[config.mk]
export PLATFORM = sky130hd
export DESIGN_NAME = clk_edge_monitor_flat
export DESIGN_NICKNAME = d
export VERILOG_FILES = /design/src/rtl/clk_mon_pkg.sv /design/src/rtl/clk_edge_monitor_if.sv /design/src/rtl/sync_edge_det.sv /design/src/rtl/clk_edge_monitor.sv /design/src/flat_wrapper.sv
export SDC_FILE = /design/constraint.sdc
export NUM_CORES = 1
export LEC_CHECK = 0
export ABC_AREA = 1
export ABC_CLOCK_PERIOD_IN_PS = 4700
export BUFFER_PORTS_ARGS = -buffer_cell sky130_fd_sc_hd__buf_4
export CAP_MARGIN = 5
export CORE_MARGIN = 2
export CORE_UTILIZATION = 40
export DETAILED_ROUTE_END_ITERATION = 16
export PLACE_DENSITY = 0.56
export SYNTH_ARGS = -nofsm -noshare
export SYNTH_HDL_FRONTEND = slang
export SYNTH_HIERARCHICAL = 1
export SYNTH_SLANG_ARGS = --single-unit
[constraint.sdc]
create_clock -name CLOCK -period 4.7 [get_ports CLOCK]
set_clock_uncertainty 0.1 [all_clocks]
set_input_delay 0.47 -clock CLOCK [delete_from_list [all_inputs] [get_ports CLOCK]]
set_output_delay 0.47 -clock CLOCK [all_outputs]
set_load 0.005 [all_outputs]
[src/rtl/clk_mon_pkg.sv]
// clk_mon_pkg: shared types and constants for clk_edge_monitor.
//   mon_state_e  - lock FSM states
//   PRIME_LEN    - cycles of edge masking after reset release; 3, or 5 when
//                  CLK_MON_GLITCH_FILTER_EN adds the majority filter stage
//   DEF_*        - default tolerance, lock count and timeout
package clk_mon_pkg;

    typedef enum logic [1:0] {
        UNLOCKED,
        LOCKING,
        LOCKED,
        LOST
    } mon_state_e;

`ifdef CLK_MON_GLITCH_FILTER_EN
    localparam logic [2:0] PRIME_LEN = 3'd5;
`else
    localparam logic [2:0] PRIME_LEN = 3'd3;
`endif

    localparam int DEF_TOL     = 4;
    localparam int DEF_LOCK_N  = 4;
    localparam int DEF_TIMEOUT = 12582912;  // 1.5 * 2^23

endpackage

[src/rtl/clk_edge_monitor_if.sv]
// clk_edge_monitor_if: monitored wave in, edge enables and status out.
//   SLOWCLK      - monitored square wave (asynchronous to CLOCK)
//   RISE / FALL  - one-cycle edge enables
//   HALF_PERIOD  - last valid measured edge-to-edge interval, CLOCK cycles
//   LOCKED/LOST  - lock status
// Modports: master = the monitor, slave = the consumer that supplies SLOWCLK.
interface clk_edge_monitor_if #(
    parameter int CNT_W = 24
);
    logic             SLOWCLK;
    logic             RISE;
    logic             FALL;
    logic [CNT_W-1:0] HALF_PERIOD;
    logic             LOCKED;
    logic             LOST;

    modport master (
        input  SLOWCLK,
        output RISE, FALL, HALF_PERIOD, LOCKED, LOST
    );

    modport slave (
        output SLOWCLK,
        input  RISE, FALL, HALF_PERIOD, LOCKED, LOST
    );
endinterface

[src/rtl/sync_edge_det.sv]
// sync_edge_det: synchronizes SLOWCLK into CLOCK and produces registered
// one-cycle RISE/FALL pulses.
//   CLOCK, RESET - system clock, synchronous active-high reset
//   SLOWCLK      - asynchronous input wave
//   edge_nxt     - combinational: a pulse will be registered on this edge
//   RISE, FALL   - registered pulses
// Optional: CLK_MON_GLITCH_FILTER_EN inserts a 3-sample majority filter after
// the synchronizer (latency 3 -> 5 cycles, prime 3 -> 5 cycles).
module sync_edge_det
    import clk_mon_pkg::*;
(
    input  logic CLOCK,
    input  logic RESET,
    input  logic SLOWCLK,
    output logic edge_nxt,
    output logic RISE,
    output logic FALL
);
    logic       s1, s2, s3;
    logic       line;        // synchronized (and optionally filtered) level
    logic [2:0] prime_cnt;
    logic       priming;
    logic       rise_nxt, fall_nxt;

`ifdef CLK_MON_GLITCH_FILTER_EN
    logic [2:0] sh;

    always_ff @(posedge CLOCK) begin
        if (RESET) sh <= '0;
        else       sh <= {sh[1:0], s2};
    end

    // Any level that lasts a single sample never wins the vote.
    assign line = (sh[0] & sh[1]) | (sh[0] & sh[2]) | (sh[1] & sh[2]);
`else
    assign line = s2;
`endif

    // While priming, s3 still tracks the line so that a wave already high at
    // reset release settles without ever looking like an edge.
    assign priming  = (prime_cnt != 3'd0);
    assign rise_nxt = ~priming &  line & ~s3;
    assign fall_nxt = ~priming & ~line &  s3;
    assign edge_nxt = rise_nxt | fall_nxt;

    // NOTE: non-blocking assignments make s1->s2->s3 a real shift chain; with
    // blocking ones the synchronizer would collapse into a single flop.
    always_ff @(posedge CLOCK) begin
        if (RESET) begin
            s1        <= 1'b0;
            s2        <= 1'b0;
            s3        <= 1'b0;
            prime_cnt <= PRIME_LEN;
            RISE      <= 1'b0;
            FALL      <= 1'b0;
        end else begin
            s1   <= SLOWCLK;
            s2   <= s1;
            s3   <= line;
            RISE <= rise_nxt;
            FALL <= fall_nxt;
            if (priming) prime_cnt <= prime_cnt - 3'd1;
        end
    end
endmodule

[src/rtl/clk_edge_monitor.sv]
// clk_edge_monitor: turns a slow divided wave into RISE/FALL clock enables,
// measures its half-period and tracks lock / loss.
//   CLOCK, RESET - system clock, synchronous active-high reset
//   mon          - clk_edge_monitor_if.master (SLOWCLK in; RISE, FALL,
//                  HALF_PERIOD, LOCKED, LOST out)
// Parameters: CNT_W counter width (saturating), TOL match tolerance, LOCK_N
// consecutive matches to lock, TIMEOUT edge-free cycles before LOST.
// Optional: CLK_MON_GLITCH_FILTER_EN (see sync_edge_det).
module clk_edge_monitor
    import clk_mon_pkg::*;
#(
    parameter int CNT_W   = 24,
    parameter int TOL     = DEF_TOL,
    parameter int LOCK_N  = DEF_LOCK_N,
    parameter int TIMEOUT = DEF_TIMEOUT
) (
    input  logic                CLOCK,
    input  logic                RESET,
    clk_edge_monitor_if.master  mon
);
    localparam int              MC_W       = $clog2(LOCK_N + 1);
    localparam logic [CNT_W:0]  TOL_C      = (CNT_W + 1)'(TOL);
    localparam logic [CNT_W:0]  TIMEOUT_C  = (CNT_W + 1)'(TIMEOUT);
    localparam logic [MC_W-1:0] LAST_MATCH = MC_W'(LOCK_N - 1);

    logic             edge_nxt, rise, fall;
    logic [CNT_W-1:0] cnt, meas, half_period;
    logic [CNT_W:0]   cnt_p1, meas_x, hp_x, diff;
    logic [MC_W-1:0]  match_cnt;
    logic             match, timeout, ref_pend, locked, lost;
    mon_state_e       state;

    sync_edge_det u_sync (
        .CLOCK    (CLOCK),
        .RESET    (RESET),
        .SLOWCLK  (mon.SLOWCLK),
        .edge_nxt (edge_nxt),
        .RISE     (rise),
        .FALL     (fall)
    );

    // One extra bit catches the carry out of an all-ones counter, which then
    // holds (saturates) instead of wrapping.
    assign cnt_p1 = {1'b0, cnt} + (CNT_W + 1)'(1);
    assign meas   = cnt_p1[CNT_W] ? cnt : cnt_p1[CNT_W-1:0];

    // Absolute difference on a widened operand so neither order underflows.
    assign meas_x  = {1'b0, meas};
    assign hp_x    = {1'b0, half_period};
    assign diff    = (meas_x >= hp_x) ? (meas_x - hp_x) : (hp_x - meas_x);
    assign match   = (diff <= TOL_C);
    assign timeout = (cnt_p1 == TIMEOUT_C);

    always_ff @(posedge CLOCK) begin
        if (RESET) begin
            state       <= UNLOCKED;
            cnt         <= '0;
            half_period <= '0;
            match_cnt   <= '0;
            ref_pend    <= 1'b0;
            locked      <= 1'b0;
            lost        <= 1'b0;
        end else begin
            cnt <= edge_nxt ? '0 : meas;
            case (state)
                // The first interval after reset or loss is partial, so that
                // edge only restarts the counter.
                UNLOCKED: begin
                    if (edge_nxt) begin
                        state     <= LOCKING;
                        ref_pend  <= 1'b1;
                        match_cnt <= '0;
                    end
                end
                LOCKING: begin
                    if (edge_nxt) begin
                        half_period <= meas;
                        if (ref_pend) begin
                            ref_pend  <= 1'b0;
                            match_cnt <= '0;
                        end else if (match) begin
                            if (match_cnt == LAST_MATCH) begin
                                state     <= LOCKED;
                                locked    <= 1'b1;
                                match_cnt <= '0;
                            end else begin
                                match_cnt <= match_cnt + MC_W'(1);
                            end
                        end else begin
                            match_cnt <= '0;
                        end
                    end else if (timeout) begin
                        state <= LOST;
                        lost  <= 1'b1;
                    end
                end
                LOCKED: begin
                    if (edge_nxt) begin
                        half_period <= meas;
                        if (!match) begin
                            state     <= LOCKING;
                            locked    <= 1'b0;
                            match_cnt <= '0;
                        end
                    end else if (timeout) begin
                        state  <= LOST;
                        locked <= 1'b0;
                        lost   <= 1'b1;
                    end
                end
                LOST: begin
                    if (edge_nxt) begin
                        state     <= LOCKING;
                        lost      <= 1'b0;
                        ref_pend  <= 1'b1;
                        match_cnt <= '0;
                    end
                end
                default: begin
                    state  <= UNLOCKED;
                    locked <= 1'b0;
                    lost   <= 1'b0;
                end
            endcase
        end
    end

    assign mon.RISE        = rise;
    assign mon.FALL        = fall;
    assign mon.HALF_PERIOD = half_period;
    assign mon.LOCKED      = locked;
    assign mon.LOST        = lost;
endmodule

[src/flat_wrapper.sv]
// flat-port wrapper written by rule: the top's interface ports become plain ports
module clk_edge_monitor_flat import clk_mon_pkg::*;
#(
    parameter int CNT_W   = 24,
    parameter int TOL     = DEF_TOL,
    parameter int LOCK_N  = DEF_LOCK_N,
    parameter int TIMEOUT = DEF_TIMEOUT
)
  (CLOCK, RESET, mon_SLOWCLK, mon_RISE, mon_FALL, mon_HALF_PERIOD, mon_LOCKED, mon_LOST);
  clk_edge_monitor_if #(.CNT_W(CNT_W)) mon_i ();
  input  logic CLOCK;
  input  logic RESET;
  input wire logic [$bits(mon_i.SLOWCLK)-1:0] mon_SLOWCLK;
  output wire logic [$bits(mon_i.RISE)-1:0] mon_RISE;
  output wire logic [$bits(mon_i.FALL)-1:0] mon_FALL;
  output wire logic [$bits(mon_i.HALF_PERIOD)-1:0] mon_HALF_PERIOD;
  output wire logic [$bits(mon_i.LOCKED)-1:0] mon_LOCKED;
  output wire logic [$bits(mon_i.LOST)-1:0] mon_LOST;
  assign mon_i.SLOWCLK = mon_SLOWCLK;
  assign mon_RISE = mon_i.RISE;
  assign mon_FALL = mon_i.FALL;
  assign mon_HALF_PERIOD = mon_i.HALF_PERIOD;
  assign mon_LOCKED = mon_i.LOCKED;
  assign mon_LOST = mon_i.LOST;
  clk_edge_monitor #(.CNT_W(CNT_W), .TOL(TOL), .LOCK_N(LOCK_N), .TIMEOUT(TIMEOUT)) u_core (.CLOCK(CLOCK), .RESET(RESET), .mon(mon_i));
endmodule
==> reports/qor.yml, run 1 <==
outcome:
  status: "completed"
clocking:
  clk_pin_slew_ns: 0.06
  cts_tree: "yes"
  root_buffer: "clkbuf_16"
  cts_num_sinks: 64
  cts_buffers: 9
  cts_max_level: 3
  clk_path_buf_depth: 2
  clock_latency_ns: 0.34
timing:
  worst_pin_slew_ns: 0.7033
  finalSetupTns_ns: 0
  relSlewSlack_pct: 52.76
  setup_slack_ns: 0.09930
  period_minus_slack_ns: 4.601
  setup_viol: 0
  whs_ns: 0.2225
  slew_violations: 0
  timing.fmax_mhz: 217.4
  fin_crit_sh_pct: 97.89
  hold_viol: 0
  grt_setup_unrepaired: "true"
yosys:
  synth_common_cells: "nand2_1, inv_1, nor2_1, a21oi_1, dfxtp_1"
  ys_types: 43
  yosysSeqAreaShare_pct: 21.43
  synth_warnings: 6
  yosys.area.top_type: "dfxtp_1"
  yosysMostFrequentCell: "nand2_1"
  ys_seq_elements: 64
  synth_edf_count: 0
  ys.flop_type: "dfxtp_1"
  yosysTopAreaCellShare_pct: 21.43
  ys_top_cells_by_area: "dfxtp_1, nand2_1, inv_1"
  synth_nets: 1050
  synth_area_um2: 5979
  syn-instance-count: 994
  synthArstFlopShare_pct: 0
  avgSynthCellArea_um2: 6.016
final_layout:
  fin_cells: 1291
  post-route-util_pct: 53.08
  layout.nets: 1158
  drive_gt1_share_pct: 23.49
  antennaDiodeCount: 0
  area_growth_pct: 29.50
  stdcell_area_um2: 7744
critical_path:
  critPathCapture: "u_core/mon.LOCKED"
  reg2regPathDepth: 32
  path_max_fanout: 14
  startpoint_type: "flip-flop"
  cp.required_ns: 4.84
  path_delay_family: "simple AND/OR/NAND/NOR gates"
  cp.depth: 32
  cp.arrival_ns: 4.74
  cp_slowest_cell: "ha_2"
  crit_type: "reg2reg"
  path_buf_inv: 7
  r2r_start: "u_core/cnt[0]"
  startpoint: "u_core/cnt[0]"
  rrSetupSlack_ns: 0.1
  rr_endpoint: "u_core/mon.LOCKED"
  cpPeakStageDelay_ns: 0.38
  crit_path_end_kind: "flip-flop"
pwr:
  switchingPower_uw: 920.0
  p_total_mw: 2.281
  leakage_nw: 4.336
  pwr-share-clk_pct: 27.6
  combPwrFrac_pct: 46.9
  p_per_area_nw_per_um2: 294.6
  seqPwrFrac_pct: 25.5
  power_switching_share_pct: 40.33
  ir_drop_mv: 0.2441
  internal_power_mw: 1.361
floorplan:
  ioPinCount: 31
  core_area_um2: 14590
  rows: 44
  fp.dieArea_um2: 15940
  start_util_pct: 40.99
  die_height_um: 126.3
  die_w_um: 126.3
global_route:
  grtUsageMet3_pct: 3.611
  grt_pass1_vias: 5873
  grt_busiest_layer: "met1"
  grt_antenna_before_repair: 0
  grt_max_degree: 47
  grt_util_met2_pct: 33.81
  gr-usage-met1_pct: 33.94
  grt_pass1_wl_mm: 29.21
  grt.overflow.total: 0
  globalRouteTotalUtil_pct: 22.91
place:
  place_area_um2: 6852
  dpl.hpwl_mm: 14.69
  globalplace.congestion: 0.9049
  pre_cts_slack_ns: -0.1058
  dp_cells: 1256
  io_buffers: 30
drt:
  drt-total-wl_mm: 18.85
  initialDrtViolationCount: 350
  avgRoutedWirePerCell_um: 14.60
  drt_first_pass_iters: 5
  vias: 6414
  drc_errors: 0
  detail-route-antenna-nets: 0
  vias_per_cell: 4.968
flow_run:
  drv_cap: 0
hold_path:
  hp-class: "in2reg"
how the worst min path moves through the flow:
| stage | from | slack (ns) | end | depth (start not counted) |
|---|---|---|---|---|
| 2_1_floorplan | u_core/u_sync/s1 | 0.29 | u_core/u_sync/line | 2 |
| 3_3_place_gp | u_core/u_sync/s1 | 0.30 | u_core/u_sync/line | 2 |
| 3_5_place_dp | u_core/u_sync/s1 | 0.30 | u_core/u_sync/line | 2 |
| 4_1_cts | mon_SLOWCLK | 0.22 | u_core/u_sync/s1 | 3 |
| 5_1_grt | mon_SLOWCLK | 0.23 | u_core/u_sync/s1 | 3 |
| 6_report | mon_SLOWCLK | 0.22 | u_core/u_sync/s1 | 3 |
state kept, by name, summed over array words and instances (netlist names):
register,cells
u_core/u_sync/s3,1
u_core/mon.HALF_PERIOD,24
u_core/u_sync/line,1
u_core/ref_pend,1
u_core/match_cnt,3
u_core/u_sync/prime_cnt,3
u_core/u_sync/RISE,1
u_core/u_sync/s1,1
u_core/cnt,24
u_core/mon.LOCKED,1
u_core/mon.LOST,1
u_core/u_sync/FALL,1
u_core/state,2
cells by family (layout without fill, tap and decap cells):
| group | after synthesis | count (layout) | share of synthesized area (%) |
|---|---|---|---|
| AOI/OAI and AO/OA | 160 | 160 | 14.56 |
| xor gates and xnor gates | 28 | 28 | 4.101 |
| adders and majority gates | 53 | 53 | 11.09 |
| buffers and inverters | 205 | 318 | 13.45 |
| DFF | 64 | 64 | 21.43 |
| and+or+nand+nor | 484 | 484 | 35.36 |
power groups by stage:
stage,Clock [mW],Combinational [mW],Sequential [mW]
after detailed placement,0,0.892,0.591
after CTS,0.647,0.902,0.579
after global routing,0.674,1.20,0.583
after floorplan,0,0.677,0.588
after global placement,0,0.895,0.591
final,0.630,1.07,0.581
placed cells by master, fill, tap and decap left out, types with 3 or more instances in the layout:
cell type,instances
ha_4,10
buf_6,3
clkinv_2,3
or2_1,4
nor2_2,26
dfxtp_1,61
a221oi_1,3
o21bai_1,3
o21ai_1,7
ha_2,3
nand2_2,29
nor2_4,13
nor4_1,4
o21a_1,5
buf_4,106
nand2_4,3
nand3b_1,3
nor3_1,7
a21oi_1,78
nand2_1,216
nand3_1,44
inv_2,12
nor2_1,95
o21ai_0,46
inv_1,172
ha_1,40
clkinv_1,3
xnor2_1,3
xor2_1,23
nand4_1,21
clkbuf_16,11
nand3_2,14
inv_6,3
a21oi_2,6
timing repair:
action,CTS,global route
pin swaps,8,49
gates cloned,0,4
endpoints found under the setup margin,6,6
buffers inserted,1,14
hold buffers,0,0
endpoints found under the hold margin,0,0
resized for setup,9,101
worst reg2reg max path, delay by kind of cell, from the launching register on:
family / cells / cell delay (ns)
simple gates: 22 / 2.61
compound gates: 1 / 0.12
flops: 1 / 0.36
buf+inv: 7 / 0.79
fa+ha+maj: 2 / 0.54
metal layers:
metal | vias to the layer above | share of wire, %
met5 | - | 0
met4 | 0 | 2.2
met3 | 30 | 5.1
met2 | 151 | 43
met1 | 2881 | 49
li1 | 3352 | -
cell type report:
cell class	instances	area, µm²
clock buffers	9	225.2
clock inverters	7	52.55
fillers	1472	6845
inverters	188	710.7
multi-input cells	725	4313
flip-flops and latches	64	1287
well taps	184	230.2
repair buffers	113	919.6
repair inverters	1	5.005
Note: power is estimated with default switching activity, not from simulation.
==> inputs of run 2 (changes only) <==
Settings changed: SYNTH_HIERARCHICAL 1 to default.
==> run 2 against run 1 <==
Critical path depth increased by 3. Sequential cell count did not move. Count of clock-buffer cells in the layout did not move. Non-clock buffer count increased by 70. Via count rose by 20%. Final cell count grew 20%. Area after synthesis up 12%. Hold slack gained 0.0059 ns. Largest cell class unchanged.
==> reports/qor.yml, run 2 <==
global_route:
  grt_pass1_wl_mm: 35.47  # +21%
  grt_max_degree: 49  # +4.3%
  grt_pass1_vias: 7102  # +21%
  grt.overflow.total: 0  # unchanged
  grt_antenna_before_repair: 0  # unchanged
  globalRouteTotalUtil_pct: 25.38  # +2.5 points
drt:
  avgRoutedWirePerCell_um: 14.78  # +1.2%
  detail-route-antenna-nets: 0  # unchanged
  vias_per_cell: 4.961  # -0.14%
  drc_errors: 0  # unchanged
  initialDrtViolationCount: 449  # +28%
  drt-total-wl_mm: 22.87  # +21%
  drt_first_pass_iters: 5  # unchanged
  vias: 7675  # +20%
yosys:
  yosysSeqAreaShare_pct: 19.19  # -2.2 points
  synth_warnings: 0  # -6
  synthArstFlopShare_pct: 0  # unchanged
  synth_area_um2: 6676  # +12%
  ys.flop_type: "dfxtp_1"
  avgSynthCellArea_um2: 5.811  # -3.4%
  synth_common_cells: "nand2_1, inv_1, nor2_1, a21oi_1, nand3_1"
  ys_seq_elements: 64  # unchanged
  ys_types: 47  # +9.3%
  synth_nets: 1206  # +15%
  yosysMostFrequentCell: "nand2_1"
  syn-instance-count: 1149  # +16%
  synth_edf_count: 0  # unchanged
  yosysTopAreaCellShare_pct: 19.19  # -2.2 points
  yosys.area.top_type: "dfxtp_1"
  ys_top_cells_by_area: "dfxtp_1, nand2_1, inv_1"
place:
  io_buffers: 30  # unchanged
  place_area_um2: 8065  # +18%
  dpl.hpwl_mm: 18.61  # +27%
  globalplace.congestion: 0.9428  # +4.2%
  pre_cts_slack_ns: -0.1828  # -0.07696 ns
critical_path:
  rrSetupSlack_ns: 0.12  # +0.02 ns
  cp.required_ns: 4.89  # +0.05 ns
  cpPeakStageDelay_ns: 0.35  # -0.03 ns
  r2r_start: "u_core.cnt[2]"
  crit_path_end_kind: "flip-flop"
  startpoint_type: "flip-flop"
  cp_common_cell: "nand2_2"
  rr_endpoint: "u_core.state[0]"
  path_max_fanout: 7  # -7
  crit_type: "reg2reg"
  cp.arrival_ns: 4.77  # +0.03 ns
  reg2regPathDepth: 35  # +9.4%
  cp_slowest_cell: "dfxtp_2"
final_layout:
  antennaDiodeCount: 0  # unchanged
  stdcell_area_um2: 9173  # +18%
  layout.nets: 1379  # +19%
  drive_gt1_share_pct: 27.13  # +3.6 points
  layout_common_cells: "nand2_1, inv_1, buf_4, nor2_1, a21oi_1"
  final_common_cell: "nand2_1"
  area_growth_pct: 37.39
clocking:
  clk_pin_slew_ns: 0.06  # about the same
  clock_latency_ns: 0.35  # about the same
  clk_path_buf_depth: 2  # unchanged
  cts_max_level: 3  # unchanged
  cts_buffers: 9  # unchanged
  cts_num_sinks: 64  # unchanged
  cts_hold_buf: 0  # unchanged
  root_buffer: "clkbuf_16"
  cts_tree: "yes"
pwr:
  p_per_area_nw_per_um2: 304.2  # +3.3%
  ir_drop_mv: 0.1900  # -22%
  leakage_nw: 5.136  # +18%
floorplan:
  core_area_um2: 16470  # +13%
  die_w_um: 133.2  # +5.5%
  start_util_pct: 40.55  # -0.44 points
  die_height_um: 133.2  # +5.5%
  ioPinCount: 31  # unchanged
  rows: 47  # +6.8%
  fp.dieArea_um2: 17740  # +11%
hold_path:
  holdPathStages: 3  # unchanged
  min_from: "mon_SLOWCLK"
  hp-class: "in2reg"
  whs_endpoint: "u_core.u_sync.s1"
timing:
  worst_pin_slew_ns: 0.9310  # +0.2278 ns
  hold_viol: 0  # unchanged
  grt_setup_unrepaired: "true"
  whs_ns: 0.2284  # +0.005914 ns
  setup_viol: 0  # unchanged
  setup_slack_ns: 0.1195  # +0.02023 ns
  fin_crit_sh_pct: 97.46  # -0.43 points
  finalSetupTns_ns: 0  # unchanged
  slew_violations: 0  # unchanged
  relSlewSlack_pct: 36.33  # -16 points
  timing.fmax_mhz: 218.3  # +0.44%
  period_minus_slack_ns: 4.580  # -0.02023 ns
flow_run:
  drv_cap: 0  # unchanged
outcome:
  status: "completed"
-- run 2: per-stage QoR --
step / power (mW) / std cells / utilization, %
2_1_floorplan: 1.542 / 1149 / -
5_1_grt: 3.012 / 1547 / 55.71
4_1_cts: 2.605 / 1530 / 51.28
3_5_place_dp: 1.939 / 1511 / 48.98
6_report: 2.791 / 1547 / 55.71
3_3_place_gp: 1.932 / 1511 / 48.98
-- run 2: logic make-up (layout without fill, tap and decap cells) --
family                     count (synthesis)  after routing  synth area share (%)
buffers and inverters                    237            415                 13.79
DFF                                       64             64                 19.19
AOI/OAI and AO/OA                        161            161                 13.57
xor gates and xnor gates                  23             23                 3.017
adders and majority gates                 54             54                 10.12
and+or+nand+nor                          610            610                 40.31
-- run 2: final cells by class --
type / instances / area (µm²)
Clock inverter: 7 / 48.80
Inverter: 216 / 810.8
Timing Repair Buffer: 183 / 1438
Fill cell: 1686 / 7293
Sequential cell: 64 / 1285
Tap cell: 220 / 275.3
Multi-Input combinational cell: 848 / 5090
Clock buffer: 9 / 225.2
-- run 2: critical path, delay by kind of cell (launching register included) --
family | cells | cell delay [ns]
xor+xnor | 1 | 0.17
buf+inv | 5 | 0.58
flops | 1 | 0.35
simple gates | 27 | 2.93
compound gates | 1 | 0.08
fa+ha+maj | 1 | 0.30
-- run 2: power breakdown --
part	internal, mW	total [mW]	switching, mW
registers	0.576	0.603	0.0270
logic	0.649	1.56	0.910
clock network	0.356	0.628	0.272
-- run 2: worst max-delay path by stage --
stage,to,start,cells past startpoint
finish,u_core.state[0],u_core.cnt[2],35
global route,u_core.state[0],u_core.cnt[1],35
global placement,u_core.state[1],u_core.cnt[0],33
detailed placement,u_core.state[1],u_core.cnt[2],34
CTS,u_core.state[1],u_core.cnt[0],36
floorplan,u_core.match_cnt[0],u_core.cnt[2],35
-- run 2: timing repair --
item / CTS / global route
endpoints found under the setup margin: 6 / 6
resized for setup: 14 / 144
cloned: 0 / 1
pin swaps: 4 / 50
setup buffers: 3 / 16
endpoints found under the hold margin: 0 / 0
-- run 2: layer usage --
layer,up-vias,track usage [%],routed length (µm),part of all wire (%)
met5,-,0,0,0
met4,0,9.929,576,2.5
met3,30,4.072,1198,5.2
met2,173,39.93,10260,45
met1,3502,34.88,10830,47
li1,3970,-,-,-
==> inputs of run 3 (changes only) <==
Settings changed: ABC_CLOCK_PERIOD_IN_PS 4700 to 5500, PLACE_DENSITY 0.56 to 0.54.
Clock period 4.7 ns to 5.5 ns, I/O delays scaled along.
==> run 3 against run 2 <==
Non-clock buffer count is 141 lower. Sequential power is 15% lower. Hold slack better by 0.085 ns. Clock power is 15% lower. Largest cell class unchanged. Critical endpoint is now u_core.match_cnt[0]. Via count is 7.0% lower. Maximum frequency is 7.4% lower. Global-route usage is 1.1 points lower. Design area is 18% lower. Setup slack better by 0.43 ns. Core utilization is 10 points lower. Routed wire length is 5.8% lower. Sequential cell count stayed put.
==> reports/qor.yml, run 3 (synthesis gave the netlist of run 2 again) <==
final_layout:
  area_growth_pct: 12.28
  post-route-util_pct: 45.52  # -10 points
  layout.nets: 1240  # -10%
  antennaDiodeCount: 0  # unchanged
  nFillCells: 1842  # +9.3%
  drive_gt1_share_pct: 9.343  # -18 points
  layout_common_cells: "nand2_1, inv_1, nor2_1, a21oi_1, nand3_1"
  final_common_cell: "nand2_1"
  stdcell_area_um2: 7496  # -18%
timing:
  worst_pin_slew_ns: 0.7898  # -0.1412 ns
  relSlewSlack_pct: 45.98  # +9.7 points
  timing.fmax_mhz: 202.2  # -7.4%
  finalSetupTns_ns: 0  # unchanged
  slew_violations: 0  # unchanged
  fin_crit_sh_pct: 89.94  # -7.5 points
  grt_setup_unrepaired: "false"
  period_minus_slack_ns: 4.947  # +0.3664 ns
  setup_viol: 0  # unchanged
  hold_viol: 0  # unchanged
drt:
  drt-total-wl_mm: 21.54  # -5.8%
  initialDrtViolationCount: 479  # +6.7%
  vias: 7134  # -7.0%
  vias_per_cell: 5.067  # +2.1%
  drc_errors: 0  # unchanged
  detail-route-antenna-nets: 0  # unchanged
  drt_first_pass_iters: 5  # unchanged
  avgRoutedWirePerCell_um: 15.30  # +3.5%
pwr:
  p_per_area_nw_per_um2: 283.0  # -7.0%
  pwr-share-clk_pct: 25.1  # +2.6 points
  switchingPower_uw: 962.2  # -20%
  combPwrFrac_pct: 50.6  # -5.3 points
  ir_drop_mv: 0.1503  # -21%
  leakage_nw: 4.369  # -15%
  power_switching_share_pct: 45.35  # +2.0 points
  internal_power_mw: 1.159  # -27%
  p_total_mw: 2.122  # -24%
  seqPwrFrac_pct: 24.3  # +2.7 points
critical_path:
  reg2regPathDepth: 31  # -11%
  crit_type: "reg2reg"
  crit_path_end_kind: "flip-flop"
  cp_slowest_cell: "dfxtp_1"
  cpPeakStageDelay_ns: 0.37  # +0.02 ns
  cp.required_ns: 5.61  # +0.72 ns
  startpoint_type: "flip-flop"
  cp_common_cell: "nand2_1"
  path_max_fanout: 35  # +28
  cp.arrival_ns: 5.06  # +0.29 ns
clocking:
  clock_latency_ns: 0.34  # about the same
  clk_pin_slew_ns: 0.06  # about the same
  root_buffer: "clkbuf_16"
  cts_num_sinks: 64  # unchanged
  clk_path_buf_depth: 2  # unchanged
  cts_tree: "yes"
  cts_buffers: 9  # unchanged
  cts_hold_buf: 0  # unchanged
  cts_max_level: 3  # unchanged
floorplan:
  rows: 47  # unchanged
  die_height_um: 133.2  # unchanged
  fp.dieArea_um2: 17740  # unchanged
  core_area_um2: 16470  # unchanged
  ioPinCount: 31  # unchanged
  die_w_um: 133.2  # unchanged
  start_util_pct: 40.55  # unchanged
place:
  place_area_um2: 7154  # -11%
  dpl.hpwl_mm: 17.65  # -5.1%
  globalplace.congestion: 0.9388  # -0.42%
  io_buffers: 30  # unchanged
global_route:
  grt_pass1_vias: 6549  # -7.8%
  gr-usage-met1_pct: 34.45  # -0.43 points
  grt_util_met2_pct: 38.26  # -1.7 points
  grt_antenna_before_repair: 0  # unchanged
  globalRouteTotalUtil_pct: 24.29  # -1.1 points
  grt_busiest_layer: "met2"
  grt_pass1_wl_mm: 34.06  # -4.0%
  grt.overflow.total: 0  # unchanged
  grtUsageMet3_pct: 2.473  # -1.6 points
  grt_max_degree: 49  # unchanged
hold_path:
  holdPathStages: 3  # unchanged
  hp-class: "in2reg"
flow_run:
  drv_cap: 0  # unchanged
outcome:
  status: "completed"
run 3: cell count changes in the layout (fill, tap and decap cells not counted), moves of 7 or more:
cell and change:
buf_4 -132, buf_6 -7, ha_1 +18, ha_4 -13, nand2_1 +34, nand2_2 -31
nor2_1 +21, nor2_2 -10, nor2_4 -9
run 3: per-layer routing:
metal | vias to the layer above | wire, µm
met5 | - | 0
met4 | 0 | 687
met3 | 46 | 944
met2 | 177 | 9241
met1 | 3214 | 10670
li1 | 3697 | -
run 3: power by group through the flow:
stage | logic, mW | clock network (mW) | registers [mW]
floorplan | 0.800 | 0 | 0.518
global placement | 1.03 | 0 | 0.524
detailed placement | 1.03 | 0 | 0.524
CTS | 1.03 | 0.547 | 0.514
global route | 1.21 | 0.571 | 0.517
finish | 1.07 | 0.533 | 0.515
run 3: area by class of cell:
type	count	area (µm²)	area share, %
Clock inverter	7	48.80	0.6510
Sequential cell	64	1281	17.09
Clock buffer	9	225.2	3.005
Tap cell	220	275.3	3.672
Timing Repair Buffer	42	327.8	4.373
Inverter	216	810.8	10.82
Multi-Input combinational cell	850	4527	60.39
run 3: metrics by stage:
step           worst slack (ns)  cells  hold slack, ns
6_report                 0.5532   1408          0.3137
5_1_grt                 0.02566   1408          0.3345
4_1_cts                  0.2310   1404          0.3068
2_1_floorplan             1.185   1149          0.2883
3_5_place_dp             0.2555   1388          0.3057
3_3_place_gp             0.3206   1388          0.3104
run 3: critical path: cells and delay by family (launching register included):
family                     cells  cell delay (ns)
and+or+nand+nor               22             2.52
buffers and inverters          4             0.76
adders and majority gates      2             0.54
AOI/OAI and AO/OA              3             0.51
DFF                            1             0.37
run 3: timing repair:
item / in CTS / in global routing
resized for setup: 0 / 8
endpoints found under the setup margin: 0 / 6
setup buffers: 0 / 2
run 3: final timing paths:
check                    from             endpoint  slack (ns)
max reg2reg     u_core.cnt[1]  u_core.match_cnt[0]        0.55
min               mon_SLOWCLK     u_core.u_sync.s1        0.31
min reg2reg  u_core.u_sync.s1   u_core.u_sync.line        0.31
max             u_core.cnt[1]  u_core.match_cnt[0]        0.55
